## config.mk

```make
export PLATFORM = sky130hd
export DESIGN_NAME = mem_port_arbiter_flat
export DESIGN_NICKNAME = d
export VERILOG_FILES = /design/src/rtl/mem_port_arbiter_if.sv /design/src/rtl/mem_port_arbiter.sv /design/src/flat_wrapper.sv
export SDC_FILE = /design/constraint.sdc
export NUM_CORES = 1
export LEC_CHECK = 0
export ABC_CLOCK_PERIOD_IN_PS = 14520
export CORE_MARGIN = 1.5
export CORE_UTILIZATION = 30
export DETAILED_ROUTE_END_ITERATION = 12
export GPL_ROUTABILITY_DRIVEN = 0
export SLEW_MARGIN = 20
export SYNTH_ARGS = -nofsm -noshare
export SYNTH_HDL_FRONTEND = slang
export SYNTH_SLANG_ARGS = --single-unit
```

## constraint.sdc

```tcl
create_clock -name clk -period 14.52 [get_ports clk]
set_input_delay 4.356 -clock clk [delete_from_list [all_inputs] [get_ports clk]]
set_output_delay 4.356 -clock clk [all_outputs]
set_load 0.005 [all_outputs]
```

## src/rtl/mem_port_arbiter_if.sv

```systemverilog
// rtl/mem_port_arbiter_if.sv - IF/DM requester, memory and stall signals of the memory port arbiter
interface mem_port_arbiter_if #(
    parameter int ADDR_WIDTH = 32,
    parameter int DATA_WIDTH = 32
);
    logic                  if_req;
    logic [ADDR_WIDTH-1:0] if_addr;
    logic [DATA_WIDTH-1:0] if_rdata;
    logic                  if_done;

    logic                  dm_req;
    logic                  dm_we;
    logic [ADDR_WIDTH-1:0] dm_addr;
    logic [DATA_WIDTH-1:0] dm_wdata;
    logic [DATA_WIDTH-1:0] dm_rdata;
    logic                  dm_done;

    logic                  mem_en;
    logic                  mem_we;
    logic [ADDR_WIDTH-1:0] mem_addr;
    logic [DATA_WIDTH-1:0] mem_wdata;
    logic [DATA_WIDTH-1:0] mem_rdata;

    logic                  stall;

    // master: the arbiter itself; slave: core requesters plus the memory
    modport master (
        input  if_req, if_addr, dm_req, dm_we, dm_addr, dm_wdata, mem_rdata,
        output if_rdata, if_done, dm_rdata, dm_done,
        output mem_en, mem_we, mem_addr, mem_wdata, stall
    );

    modport slave (
        output if_req, if_addr, dm_req, dm_we, dm_addr, dm_wdata, mem_rdata,
        input  if_rdata, if_done, dm_rdata, dm_done,
        input  mem_en, mem_we, mem_addr, mem_wdata, stall
    );
endinterface

```

## src/rtl/mem_port_arbiter.sv

```systemverilog
// rtl/mem_port_arbiter.sv - IF/DM arbiter in front of a single-port fixed-latency memory
module mem_port_arbiter #(
    parameter int ADDR_WIDTH = 32,
    parameter int DATA_WIDTH = 32,
    parameter int MEM_LAT    = 2,
    parameter int STARVE_MAX = 4
) (
    input  logic                clk,
    input  logic                rst,
    mem_port_arbiter_if.master  bus
);
    localparam logic [1:0] IDLE  = 2'd0;
    localparam logic [1:0] ISSUE = 2'd1;
    localparam logic [1:0] WAIT  = 2'd2;
    localparam logic [1:0] DONE  = 2'd3;

    localparam logic [1:0] OWN_NONE = 2'd0;
    localparam logic [1:0] OWN_IF   = 2'd1;
    localparam logic [1:0] OWN_DM   = 2'd2;

    localparam int              SW         = $clog2(STARVE_MAX + 1);
    localparam logic [3:0]      LAT_LOAD   = 4'(MEM_LAT - 1);
    localparam logic [SW-1:0]   STARVE_TOP = SW'(STARVE_MAX);

    logic [1:0]            state;
    logic [1:0]            owner;
    logic [3:0]            lat_cnt;
    logic [SW-1:0]         starve_cnt;
    logic                  mem_we_q;
    logic [ADDR_WIDTH-1:0] addr_q;
    logic [DATA_WIDTH-1:0] wdata_q;
    logic [DATA_WIDTH-1:0] if_rdata_q;
    logic [DATA_WIDTH-1:0] dm_rdata_q;
    logic                  grant_dm;
    logic                  grant_if;

    // DM wins unless IF has already watched STARVE_MAX DM grants go by
    always_comb begin
        grant_dm = bus.dm_req && !(bus.if_req && (starve_cnt == STARVE_TOP));
        grant_if = bus.if_req && !grant_dm;
    end

    always_ff @(posedge clk or posedge rst) begin
        if (rst) begin
            state      <= IDLE;
            owner      <= OWN_NONE;
            lat_cnt    <= '0;
            starve_cnt <= '0;
            mem_we_q   <= 1'b0;
            addr_q     <= '0;
            wdata_q    <= '0;
            if_rdata_q <= '0;
            dm_rdata_q <= '0;
        end else begin
            case (state)
                IDLE: begin
                    if (grant_dm) begin
                        owner    <= OWN_DM;
                        mem_we_q <= bus.dm_we;
                        addr_q   <= bus.dm_addr;
                        wdata_q  <= bus.dm_wdata;
                        state    <= ISSUE;
                    end else if (grant_if) begin
                        owner    <= OWN_IF;
                        mem_we_q <= 1'b0;
                        addr_q   <= bus.if_addr;
                        state    <= ISSUE;
                    end
                    if (!bus.if_req || grant_if) begin
                        starve_cnt <= '0;
                    end else if (grant_dm && (starve_cnt != STARVE_TOP)) begin
                        starve_cnt <= starve_cnt + SW'(1);
                    end
                end
                ISSUE: begin
                    lat_cnt <= LAT_LOAD;
                    state   <= WAIT;
                end
                WAIT: begin
                    if (lat_cnt == 4'd0) begin
                        // write completions leave dm_rdata untouched
                        if (owner == OWN_IF) begin
                            if_rdata_q <= bus.mem_rdata;
                        end else if (!mem_we_q) begin
                            dm_rdata_q <= bus.mem_rdata;
                        end
                        state <= DONE;
                    end else begin
                        lat_cnt <= lat_cnt - 4'd1;
                    end
                end
                default: begin
                    owner <= OWN_NONE;
                    state <= IDLE;
                end
            endcase
        end
    end

    assign bus.mem_en    = (state == ISSUE);
    assign bus.mem_we    = mem_we_q;
    assign bus.mem_addr  = addr_q;
    assign bus.mem_wdata = wdata_q;
    assign bus.if_rdata  = if_rdata_q;
    assign bus.dm_rdata  = dm_rdata_q;
    assign bus.if_done   = (state == DONE) && (owner == OWN_IF);
    assign bus.dm_done   = (state == DONE) && (owner == OWN_DM);
    assign bus.stall     = (bus.if_req && !bus.if_done) || (bus.dm_req && !bus.dm_done);
endmodule

```

## src/flat_wrapper.sv

```systemverilog
// flat-port wrapper written by rule: the top's interface ports become plain ports
module mem_port_arbiter_flat 
#(
    parameter int ADDR_WIDTH = 32,
    parameter int DATA_WIDTH = 32,
    parameter int MEM_LAT    = 2,
    parameter int STARVE_MAX = 4
)
  (clk, rst, bus_if_req, bus_if_addr, bus_dm_req, bus_dm_we, bus_dm_addr, bus_dm_wdata, bus_mem_rdata, bus_if_rdata, bus_if_done, bus_dm_rdata, bus_dm_done, bus_mem_en, bus_mem_we, bus_mem_addr, bus_mem_wdata, bus_stall);
  mem_port_arbiter_if #(.ADDR_WIDTH(ADDR_WIDTH), .DATA_WIDTH(DATA_WIDTH)) bus_i ();
  input  logic clk;
  input  logic rst;
  input wire logic [$bits(bus_i.if_req)-1:0] bus_if_req;
  input wire logic [$bits(bus_i.if_addr)-1:0] bus_if_addr;
  input wire logic [$bits(bus_i.dm_req)-1:0] bus_dm_req;
  input wire logic [$bits(bus_i.dm_we)-1:0] bus_dm_we;
  input wire logic [$bits(bus_i.dm_addr)-1:0] bus_dm_addr;
  input wire logic [$bits(bus_i.dm_wdata)-1:0] bus_dm_wdata;
  input wire logic [$bits(bus_i.mem_rdata)-1:0] bus_mem_rdata;
  output wire logic [$bits(bus_i.if_rdata)-1:0] bus_if_rdata;
  output wire logic [$bits(bus_i.if_done)-1:0] bus_if_done;
  output wire logic [$bits(bus_i.dm_rdata)-1:0] bus_dm_rdata;
  output wire logic [$bits(bus_i.dm_done)-1:0] bus_dm_done;
  output wire logic [$bits(bus_i.mem_en)-1:0] bus_mem_en;
  output wire logic [$bits(bus_i.mem_we)-1:0] bus_mem_we;
  output wire logic [$bits(bus_i.mem_addr)-1:0] bus_mem_addr;
  output wire logic [$bits(bus_i.mem_wdata)-1:0] bus_mem_wdata;
  output wire logic [$bits(bus_i.stall)-1:0] bus_stall;
  assign bus_i.if_req = bus_if_req;
  assign bus_i.if_addr = bus_if_addr;
  assign bus_i.dm_req = bus_dm_req;
  assign bus_i.dm_we = bus_dm_we;
  assign bus_i.dm_addr = bus_dm_addr;
  assign bus_i.dm_wdata = bus_dm_wdata;
  assign bus_i.mem_rdata = bus_mem_rdata;
  assign bus_if_rdata = bus_i.if_rdata;
  assign bus_if_done = bus_i.if_done;
  assign bus_dm_rdata = bus_i.dm_rdata;
  assign bus_dm_done = bus_i.dm_done;
  assign bus_mem_en = bus_i.mem_en;
  assign bus_mem_we = bus_i.mem_we;
  assign bus_mem_addr = bus_i.mem_addr;
  assign bus_mem_wdata = bus_i.mem_wdata;
  assign bus_stall = bus_i.stall;
  mem_port_arbiter #(.ADDR_WIDTH(ADDR_WIDTH), .DATA_WIDTH(DATA_WIDTH), .MEM_LAT(MEM_LAT), .STARVE_MAX(STARVE_MAX)) u_core (.clk(clk), .rst(rst), .bus(bus_i));
endmodule
```

==> impl_metrics.py, run 1 <==
metrics = {
    "run_status": {
        "status": "finished, final reports clean",
    },
    "synth": {
        "syn_area_mm2": 0.00593,
        "ys_ff_latch": 140,
        "yosys_warnings": 0,
        "synthTopCellsByArea": "dfrtp_1 59%, mux2_2 17%, nand2_1 4.4%",
        "synth_ff_type": "dfrtp_1",
        "synth_area_per_cell_um2": 12.7,
        "synthDistinctLibCells": 39,
        "synth_top_area_share": 0.591,
        "syn-instance-count": 466,
        "synth_edf_count": 0,
        "synth_top_cell_by_area": "dfrtp_1",
        "synth_commonest_cells": "140 x dfrtp_1, 91 x mux2_2, 69 x nand2_1",
        "async_flop_share": 1.00,
        "synth_nets": 609,
        "ys_seq_area_frac": 0.591,
        "synthMostInstantiatedCell": "dfrtp_1",
    },
    "critical_path": {
        "cp-endpoint": "bus_stall",
        "worst-path-max-fanout": 7,
        "cp.depth": 4,
        "crit_family": "buffers and inverters",
        "path_common_cell": "clkdlybuf4s50_1",
        "worstSetupPathType": "in -> out",
        "r2r_end": "u_core.bus.mem_addr[30]",
        "crit_path_top_delay_cell": "clkdlybuf4s50_1",
        "crit_required_ns": 10.16,
        "slowest_delay_ns": 0.65,
        "startpoint_type": "primary input",
        "crit_start": "bus_if_req",
        "reg2reg_slack_ns": 12.00,
        "crit_path_cell_trace": "clkdlybuf4s50_1, inv_1, o22ai_1, clkdlybuf4s50_1",
        "critPathBufInv": 3,
        "timing.rr.start": "u_core.state[1]",
        "cp.arrival_ns": 5.78,
        "endpoint_kind": "output pin",
        "rr_worst_depth": 6,
    },
    "power_and_ir_drop": {
        "power_density_mw_per_mm2": 198,
        "vdd_ir_drop_max_mv": 0.0804,
        "power_mw": 1.86,
        "p_leak_nw": 3.92,
    },
    "timing": {
        "finalSetupViolCount": 0,
        "holdWs_ns": 0.485,
        "slew_headroom": 0.342,
        "finalSetupTns_ns": 0,
        "period_minus_slack_ns": 10.14,
        "finalCritPeriodShare": 0.698,
        "maxSlewViolCount": 0,
        "hold_viol": 0,
        "timing.fmax_mhz": 98.6,
        "rsz0062_at_grt": "false",
        "skew_ns": 0.0130,
        "worst_pin_slew_ns": 0.987,
    },
    "global_routing": {
        "antenna_found_initial": 0,
        "grtUsageTotal": 0.175,
        "first_global_vias": 4841,
        "grt_pass1_wl_um": 27200,
        "grt_max_degree": 75,
        "grt_overflow": 0,
    },
    "routing": {
        "drt_iter0_markers": 162,
        "avgRoutedWirePerCell_um": 17.7,
        "drcViolationCount": 0,
        "via_count": 4735,
        "vias_per_cell": 4.72,
        "first_pass_iters": 4,
        "final_antenna_net_count": 0,
        "wl_um": 17800,
    },
    "finish": {
        "diodes": 0,
        "nets": 869,
        "layout-drive-gt1-share": 0.188,
        "design_area_mm2": 0.00942,
        "nFillCells": 1783,
        "syn2layout_area_growth_pct": 58.7,
    },
    "placement": {
        "place_hpwl_um": 13000,
        "placed_area_mm2": 0.00884,
        "port_buffers": 265,
    },
    "job": {
        "cap_violations": 0,
    },
    "cts": {
        "htree_levels": 4,
        "cts_tree": "done",
        "clk_pin_slew_ns": 0.06,
        "cts.path.max_buffers": 2,
        "clock_sinks": 140,
        "cts_buffers": 17,
        "post_cts_buffers": 0,
        "insertion_delay_ns": 0.42,
        "cts_root_buf": "clkbuf_16",
        "cts_resized": 0,
        "postCtsHoldBufs": 0,
    },
    "floorplan": {
        "die_h_um": 144,
        "die_area_mm2": 0.0206,
        "ios": 266,
        "row_count": 51,
        "start_util": 0.306,
        "core_mm2": 0.0194,
        "die_x_um": 144,
    },
    "min_path": {
        "hold_class": "reg -> reg",
    },
}
## worst reg2reg max path, delay by kind of cell, from the launching register on
kind,cells,cell delay [ns]
buf+inv,2,0.52
fa+ha+maj,1,0.74
flops,1,0.41
compound gates,2,0.64
simple gates,1,0.13
## how the worst min path moves through the flow
stage               cells past startpoint                       to                    start  slack (ns)
finish                                  1  u_core.bus.dm_rdata[30]  u_core.bus.dm_rdata[30]        0.49
detailed placement                      1  u_core.bus.if_rdata[16]  u_core.bus.if_rdata[16]        0.48
global route                            1   u_core.bus.dm_rdata[4]   u_core.bus.dm_rdata[4]        0.52
global placement                        1   u_core.bus.dm_rdata[4]   u_core.bus.dm_rdata[4]        0.47
floorplan                               1        u_core.lat_cnt[0]        u_core.lat_cnt[0]        0.46
CTS                                     1  u_core.bus.if_rdata[16]  u_core.bus.if_rdata[16]        0.49
## cells by family after synthesis
group           after synthesis  share of synthesized area
buf+inv                      46                     0.0356
fa+ha+maj                    10                     0.0211
flops                       140                      0.591
mux                          99                      0.188
compound gates               51                     0.0629
simple gates                120                      0.102
## stage by stage
step | utilization | setup WS [ns] | cells
after CTS | 0.485 | 4.37 | 1004
after global routing | 0.485 | 4.30 | 1004
after global placement | 0.456 | 4.40 | 972
final | 0.485 | 4.38 | 1004
after detailed placement | 0.456 | 4.37 | 972
after floorplan | - | 5.08 | 466
## flip-flops by register name (all words and copies together), names as in the netlist
name / flops
u_core.bus.dm_rdata: 32
u_core.bus.mem_wdata: 32
u_core.owner: 2
u_core.starve_cnt: 3
u_core.bus.mem_addr: 32
u_core.state: 2
u_core.lat_cnt: 4
u_core.bus.if_rdata: 32
u_core.bus.mem_we: 1
## cells in the final DEF, fill, tap and decap left out, types with 4 or more instances in the layout
cell type / netlist / final
clkinv_4: 0 / 4
clkdlybuf4s50_1: 0 / 264
nand4_1: 33 / 33
o211ai_1: 32 / 32
clkbuf_16: 0 / 17
inv_1: 14 / 13
nand2_1: 69 / 69
buf_4: 3 / 8
mux2_1: 6 / 6
ha_1: 10 / 9
mux2_2: 91 / 91
inv_6: 0 / 5
dfrtp_1: 140 / 140
## cell type report
class | instances | area, um^2 | area share
Timing Repair Buffer | 273 | 2710 | 0.288
Multi-Input combinational cell | 280 | 2240 | 0.238
Clock buffer | 17 | 425 | 0.0452
Inverter | 14 | 57.6 | 0.00611
Clock inverter | 15 | 154 | 0.0163
Tap cell | 265 | 332 | 0.0352
Sequential cell | 140 | 3500 | 0.372
## report_power, final
part | internal, mW | switching [mW]
Sequential | 0.564 | 0.0967
Clock | 0.228 | 0.190
Combinational | 0.482 | 0.302
Total | 1.27 | 0.589
## metal layers
metal	vias to the layer above	global-route usage	wire, um
met5	-	0	0
met4	0	0.0526	310
met3	23	0.0803	1880
met2	225	0.281	8330
met1	2298	0.210	7290
li1	2189	-	-
Note: power is estimated with default switching activity, not from simulation.
==> run 2, diff against run 1 <==
- ABC_CLOCK_PERIOD_IN_PS: 14520 -> 10600
- clock period: 14.52 -> 10.6 ns (I/O delays scaled with it)
==> impl_metrics.py, run 2 (same netlist as run 1, synthesis figures left out) <==
metrics = {
    "power_and_ir_drop": {
        "p_leak_nw": 3.90,
        "power_density_mw_per_mm2": 272,
        "vdd_ir_drop_max_mv": 0.111,
    },
    "floorplan": {
        "ios": 266,
        "die_area_mm2": 0.0206,
        "row_count": 51,
        "die_x_um": 144,
        "start_util": 0.306,
        "core_mm2": 0.0194,
        "die_h_um": 144,
    },
    "global_routing": {
        "grt_pass1_wl_um": 27700,
        "grt_max_degree": 93,
        "first_global_vias": 4879,
        "grtUsageTotal": 0.178,
        "antenna_found_initial": 0,
        "grt_overflow": 0,
    },
    "cts": {
        "postCtsHoldBufs": 0,
        "insertion_delay_ns": 0.42,
        "cts_resized": 0,
        "clock_sinks": 140,
        "post_cts_buffers": 0,
        "cts_tree": "done",
        "clk_pin_slew_ns": 0.06,
        "cts.path.max_buffers": 2,
        "cts_buffers": 17,
        "cts_root_buf": "clkbuf_16",
        "htree_levels": 4,
    },
    "timing": {
        "holdWs_ns": 0.486,
        "skew_ns": 0.00646,
        "finalCritPeriodShare": 0.733,
        "worst_pin_slew_ns": 0.935,
        "rsz0062_at_grt": "false",
        "period_minus_slack_ns": 7.77,
        "maxSlewViolCount": 0,
        "finalSetupTns_ns": 0,
        "timing.fmax_mhz": 129,
        "hold_viol": 0,
        "slew_headroom": 0.374,
        "finalSetupViolCount": 0,
    },
    "critical_path": {
        "crit_path_cell_trace": "clkdlybuf4s50_1, inv_1, o22ai_1, clkdlybuf4s50_1",
        "path_common_cell": "clkdlybuf4s50_1",
        "crit_required_ns": 7.42,
        "worstSetupPathType": "in -> out",
        "cp.arrival_ns": 4.59,
        "slowest_delay_ns": 0.65,
        "crit_path_top_delay_cell": "clkdlybuf4s50_1",
        "startpoint_type": "primary input",
        "endpoint_kind": "output pin",
        "worst-path-max-fanout": 7,
    },
    "routing": {
        "final_antenna_net_count": 0,
        "drcViolationCount": 0,
        "avgRoutedWirePerCell_um": 18.1,
        "first_pass_iters": 4,
        "vias_per_cell": 4.74,
        "drt_iter0_markers": 186,
        "via_count": 4745,
        "wl_um": 18100,
    },
    "run_status": {
        "status": "finished, final reports clean",
    },
    "finish": {
        "diodes": 0,
        "final_common_cell": "clkdlybuf4s50_1",
        "syn2layout_area_growth_pct": 58.3,
        "final_cell_mix": "264 x clkdlybuf4s50_1, 140 x dfrtp_1, 91 x mux2_2, 69 x nand2_1, 33 x nand4_1",
        "nFillCells": 1784,
        "nets": 868,
        "layout-drive-gt1-share": 0.185,
    },
    "min_path": {
        "hold_class": "reg -> reg",
    },
    "job": {
        "cap_violations": 0,
    },
    "placement": {
        "place_hpwl_um": 13200,
        "port_buffers": 265,
    },
}
[run 2: changes by cell type in the layout (fill, tap and decap cells not counted)]
cell	previous run	this run
clkinvlp_4	1	2
inv_8	2	1
clkinv_8	3	0
bufinv_16	0	1
clkbuf_8	0	1
clkinv_4	4	3
clkbuf_1	0	1
inv_6	5	3
buf_4	8	7
clkinv_2	1	3
[run 2: layer usage]
metal  up-vias  routed length, um  part of all wire  global-route usage
met2       244               8640              0.48               0.295
li1       2185                  -                 -                   -
met1      2299               7310              0.40               0.212
met4         0                219             0.012              0.0521
met3        17               1950              0.11              0.0743
met5         -                  0                 0                   0
[run 2: final timing paths]
kind / cells after the start / slack, ns / end / from
setup / recovery: 4 / 2.83 / bus_stall / bus_if_req
hold / removal: 1 / 0.49 / u_core.bus.dm_rdata[29] / u_core.bus.dm_rdata[29]
hold reg to reg: 1 / 0.49 / u_core.bus.dm_rdata[29] / u_core.bus.dm_rdata[29]
setup reg to reg: 6 / 8.11 / u_core.bus.mem_addr[13] / u_core.state[0]
min in group asynchronous: 2 / 3.33 / u_core.bus.dm_rdata[11] / rst
max in group asynchronous: 3 / 6.09 / u_core.bus.mem_wdata[19] / rst
[run 2: worst max-delay path: cells and delay by family]
family | cells | cell delay (ns)
AO/OA/AOI/OAI | 1 | 0.16
buffers and inverters | 3 | 1.25
[run 2: layout make-up]
type                       count  area [um^2]  share of cell area
clock inverter                12          115              0.0123
inverter                      14         57.6             0.00613
tap                          265          332              0.0353
multi-input combinational    280         2240               0.238
clock buffer                  19          443              0.0472
timing repair buffer         272         2700               0.288
sequential                   140         3500               0.373
[run 2: power breakdown]
part           switching [mW]  internal, mW  total [mW]
sequential              0.133         0.773       0.906
clock                   0.237         0.330       0.567
combinational           0.418         0.660        1.08
[run 2: through the flow]
step	cell area, um^2	util	power [mW]	setup WS, ns	instances
6_report	9390	0.484	2.55	2.83	1002
5_1_grt	9390	0.484	2.73	2.74	1002
4_1_cts	9390	0.484	2.59	2.82	1002
3_5_place_dp	8830	0.455	2.01	2.82	971
3_3_place_gp	8830	0.455	1.97	2.82	971
2_1_floorplan	5930	-	1.36	3.51	466
==> run 3, diff against run 2 <==
- ABC_CLOCK_PERIOD_IN_PS: 10600 -> 7300
- clock period: 10.6 -> 7.3 ns (I/O delays scaled with it)
==> impl_metrics.py, run 3 (same netlist as run 1, synthesis figures left out) <==
metrics = {
    "cts": {
        "cts_buffers": 17,
        "insertion_delay_ns": 0.42,
        "cts_resized": 0,
        "cts.path.max_buffers": 2,
        "cts_root_buf": "clkbuf_16",
        "post_cts_buffers": 0,
        "postCtsHoldBufs": 0,
        "clk_pin_slew_ns": 0.05,
        "htree_levels": 4,
        "clock_sinks": 140,
        "cts_tree": "done",
    },
    "floorplan": {
        "ios": 266,
        "die_x_um": 144,
        "die_h_um": 144,
        "start_util": 0.306,
        "row_count": 51,
        "core_mm2": 0.0194,
        "die_area_mm2": 0.0206,
    },
    "routing": {
        "via_count": 4714,
        "avgRoutedWirePerCell_um": 17.6,
        "wl_um": 17700,
        "first_pass_iters": 4,
        "drcViolationCount": 0,
        "vias_per_cell": 4.70,
        "final_antenna_net_count": 0,
        "route.met3.wl_um": 1880,
        "dr.max_layer_used": "met4",
        "m1WireLength_um": 7420,
        "drt_iter0_markers": 162,
        "wl_met2_um": 8180,
    },
    "finish": {
        "syn2layout_area_growth_pct": 60.0,
        "multi_input_area_mm2": 0.00224,
        "final_cells": 1004,
        "layout-drive-gt1-share": 0.188,
        "final_common_cell": "clkdlybuf4s50_1",
        "ff_latch_area_mm2": 0.00350,
        "final_cell_mix": "264 x clkdlybuf4s50_1, 140 x dfrtp_1, 91 x mux2_2, 69 x nand2_1, 33 x nand4_1",
        "nFillCells": 1760,
        "design_area_mm2": 0.00949,
        "diodes": 0,
        "nets": 869,
        "fin_util": 0.489,
    },
    "power_and_ir_drop": {
        "p_int_mw": 2.68,
        "power_mw": 3.82,
        "p_leak_nw": 3.95,
        "p_switching_mw": 1.14,
        "switching_share": 0.299,
        "p_comb_frac": 0.406,
        "vdd_ir_drop_max_mv": 0.185,
        "power_density_mw_per_mm2": 403,
        "power_frac_seq": 0.345,
        "clkPwrFrac": 0.249,
    },
    "global_routing": {
        "grt_max_degree": 90,
        "antenna_found_initial": 0,
        "first_global_vias": 4968,
        "grt_pass1_wl_um": 27300,
        "grt_overflow": 0,
        "grtUsageTotal": 0.175,
    },
    "critical_path": {
        "startpoint_type": "primary input",
        "reg2reg_slack_ns": 4.69,
        "worst-path-max-fanout": 7,
        "cp.arrival_ns": 3.59,
        "crit_required_ns": 5.11,
        "worstSetupPathType": "in -> out",
        "endpoint_kind": "output pin",
    },
    "timing": {
        "timing.fmax_mhz": 173,
        "hold_viol": 0,
        "worst_pin_slew_ns": 0.944,
        "period_minus_slack_ns": 5.78,
        "skew_ns": 0.0112,
        "rsz0062_at_grt": "false",
        "finalSetupViolCount": 0,
        "finalSetupTns_ns": 0,
        "maxSlewViolCount": 0,
        "slew_headroom": 0.369,
        "finalCritPeriodShare": 0.791,
    },
    "placement": {
        "placed_area_mm2": 0.00884,
        "place_hpwl_um": 12800,
        "place_inst": 972,
        "port_buffers": 265,
    },
    "job": {
        "cap_violations": 0,
    },
    "run_status": {
        "status": "finished, final reports clean",
    },
    "min_path": {
        "hold_class": "reg -> reg",
    },
}
## run 3: cell types whose count changed in the layout (fill, tap and decap cells not counted)
cell        before  now
clkbuf_8         1    2
bufinv_16        1    4
clkinvlp_4       2    3
clkbuf_1         1    0
inv_8            1    3
buf_4            7    8
clkinv_4         3    0
inv_6            3    4
clkinv_2         3    0
## run 3: per-layer routing
metal	GRT usage	up-vias
met3	0.0776	19
met5	0	-
met4	0.0526	0
met1	0.211	2295
li1	-	2180
met2	0.279	220
## run 3: path summary, 6_finish.rpt
| path | from | endpoint | cells after the start |
|---|---|---|---|
| setup / recovery | bus_if_req | bus_stall | 4 |
| hold / removal | u_core.lat_cnt[0] | u_core.lat_cnt[0] | 1 |
| setup reg to reg | u_core.state[0] | u_core.bus.mem_wdata[5] | 5 |
| hold reg to reg | u_core.lat_cnt[0] | u_core.lat_cnt[0] | 1 |
| max in group asynchronous | rst | u_core.bus.mem_wdata[26] | 3 |
| min in group asynchronous | rst | u_core.bus.if_rdata[14] | 2 |
## run 3: power by group through the flow
stage	registers, mW	clock network [mW]	logic, mW
2_1_floorplan	1.33	0	0.643
3_3_place_gp	1.32	0	1.54
5_1_grt	1.37	1.02	1.70
4_1_cts	1.32	0.979	1.58
3_5_place_dp	1.33	0	1.58
6_report	1.32	0.953	1.55
## run 3: cell type report
type	count	share of cell area
Inverter	14	0.00606
Timing Repair Buffer	273	0.285
Clock buffer	19	0.0477
Clock inverter	13	0.0214
Tap cell	265	0.0349
Multi-Input combinational cell	280	0.236
Sequential cell	140	0.369
## run 3: worst max-delay path, stage by stage
cell,delay [ns]
clkdlybuf4s50_1,0.65
inv_1,0.07
o22ai_1,0.16
clkdlybuf4s50_1,0.52
## run 3: per-stage QoR
| step | hold WS [ns] | setup slack [ns] |
|---|---|---|
| after floorplan | 0.456 | 1.36 |
| after global placement | 0.468 | 1.51 |
| after detailed placement | 0.482 | 1.53 |
| after CTS | 0.488 | 1.52 |
| after global routing | 0.493 | 1.47 |
| final | 0.485 | 1.52 |
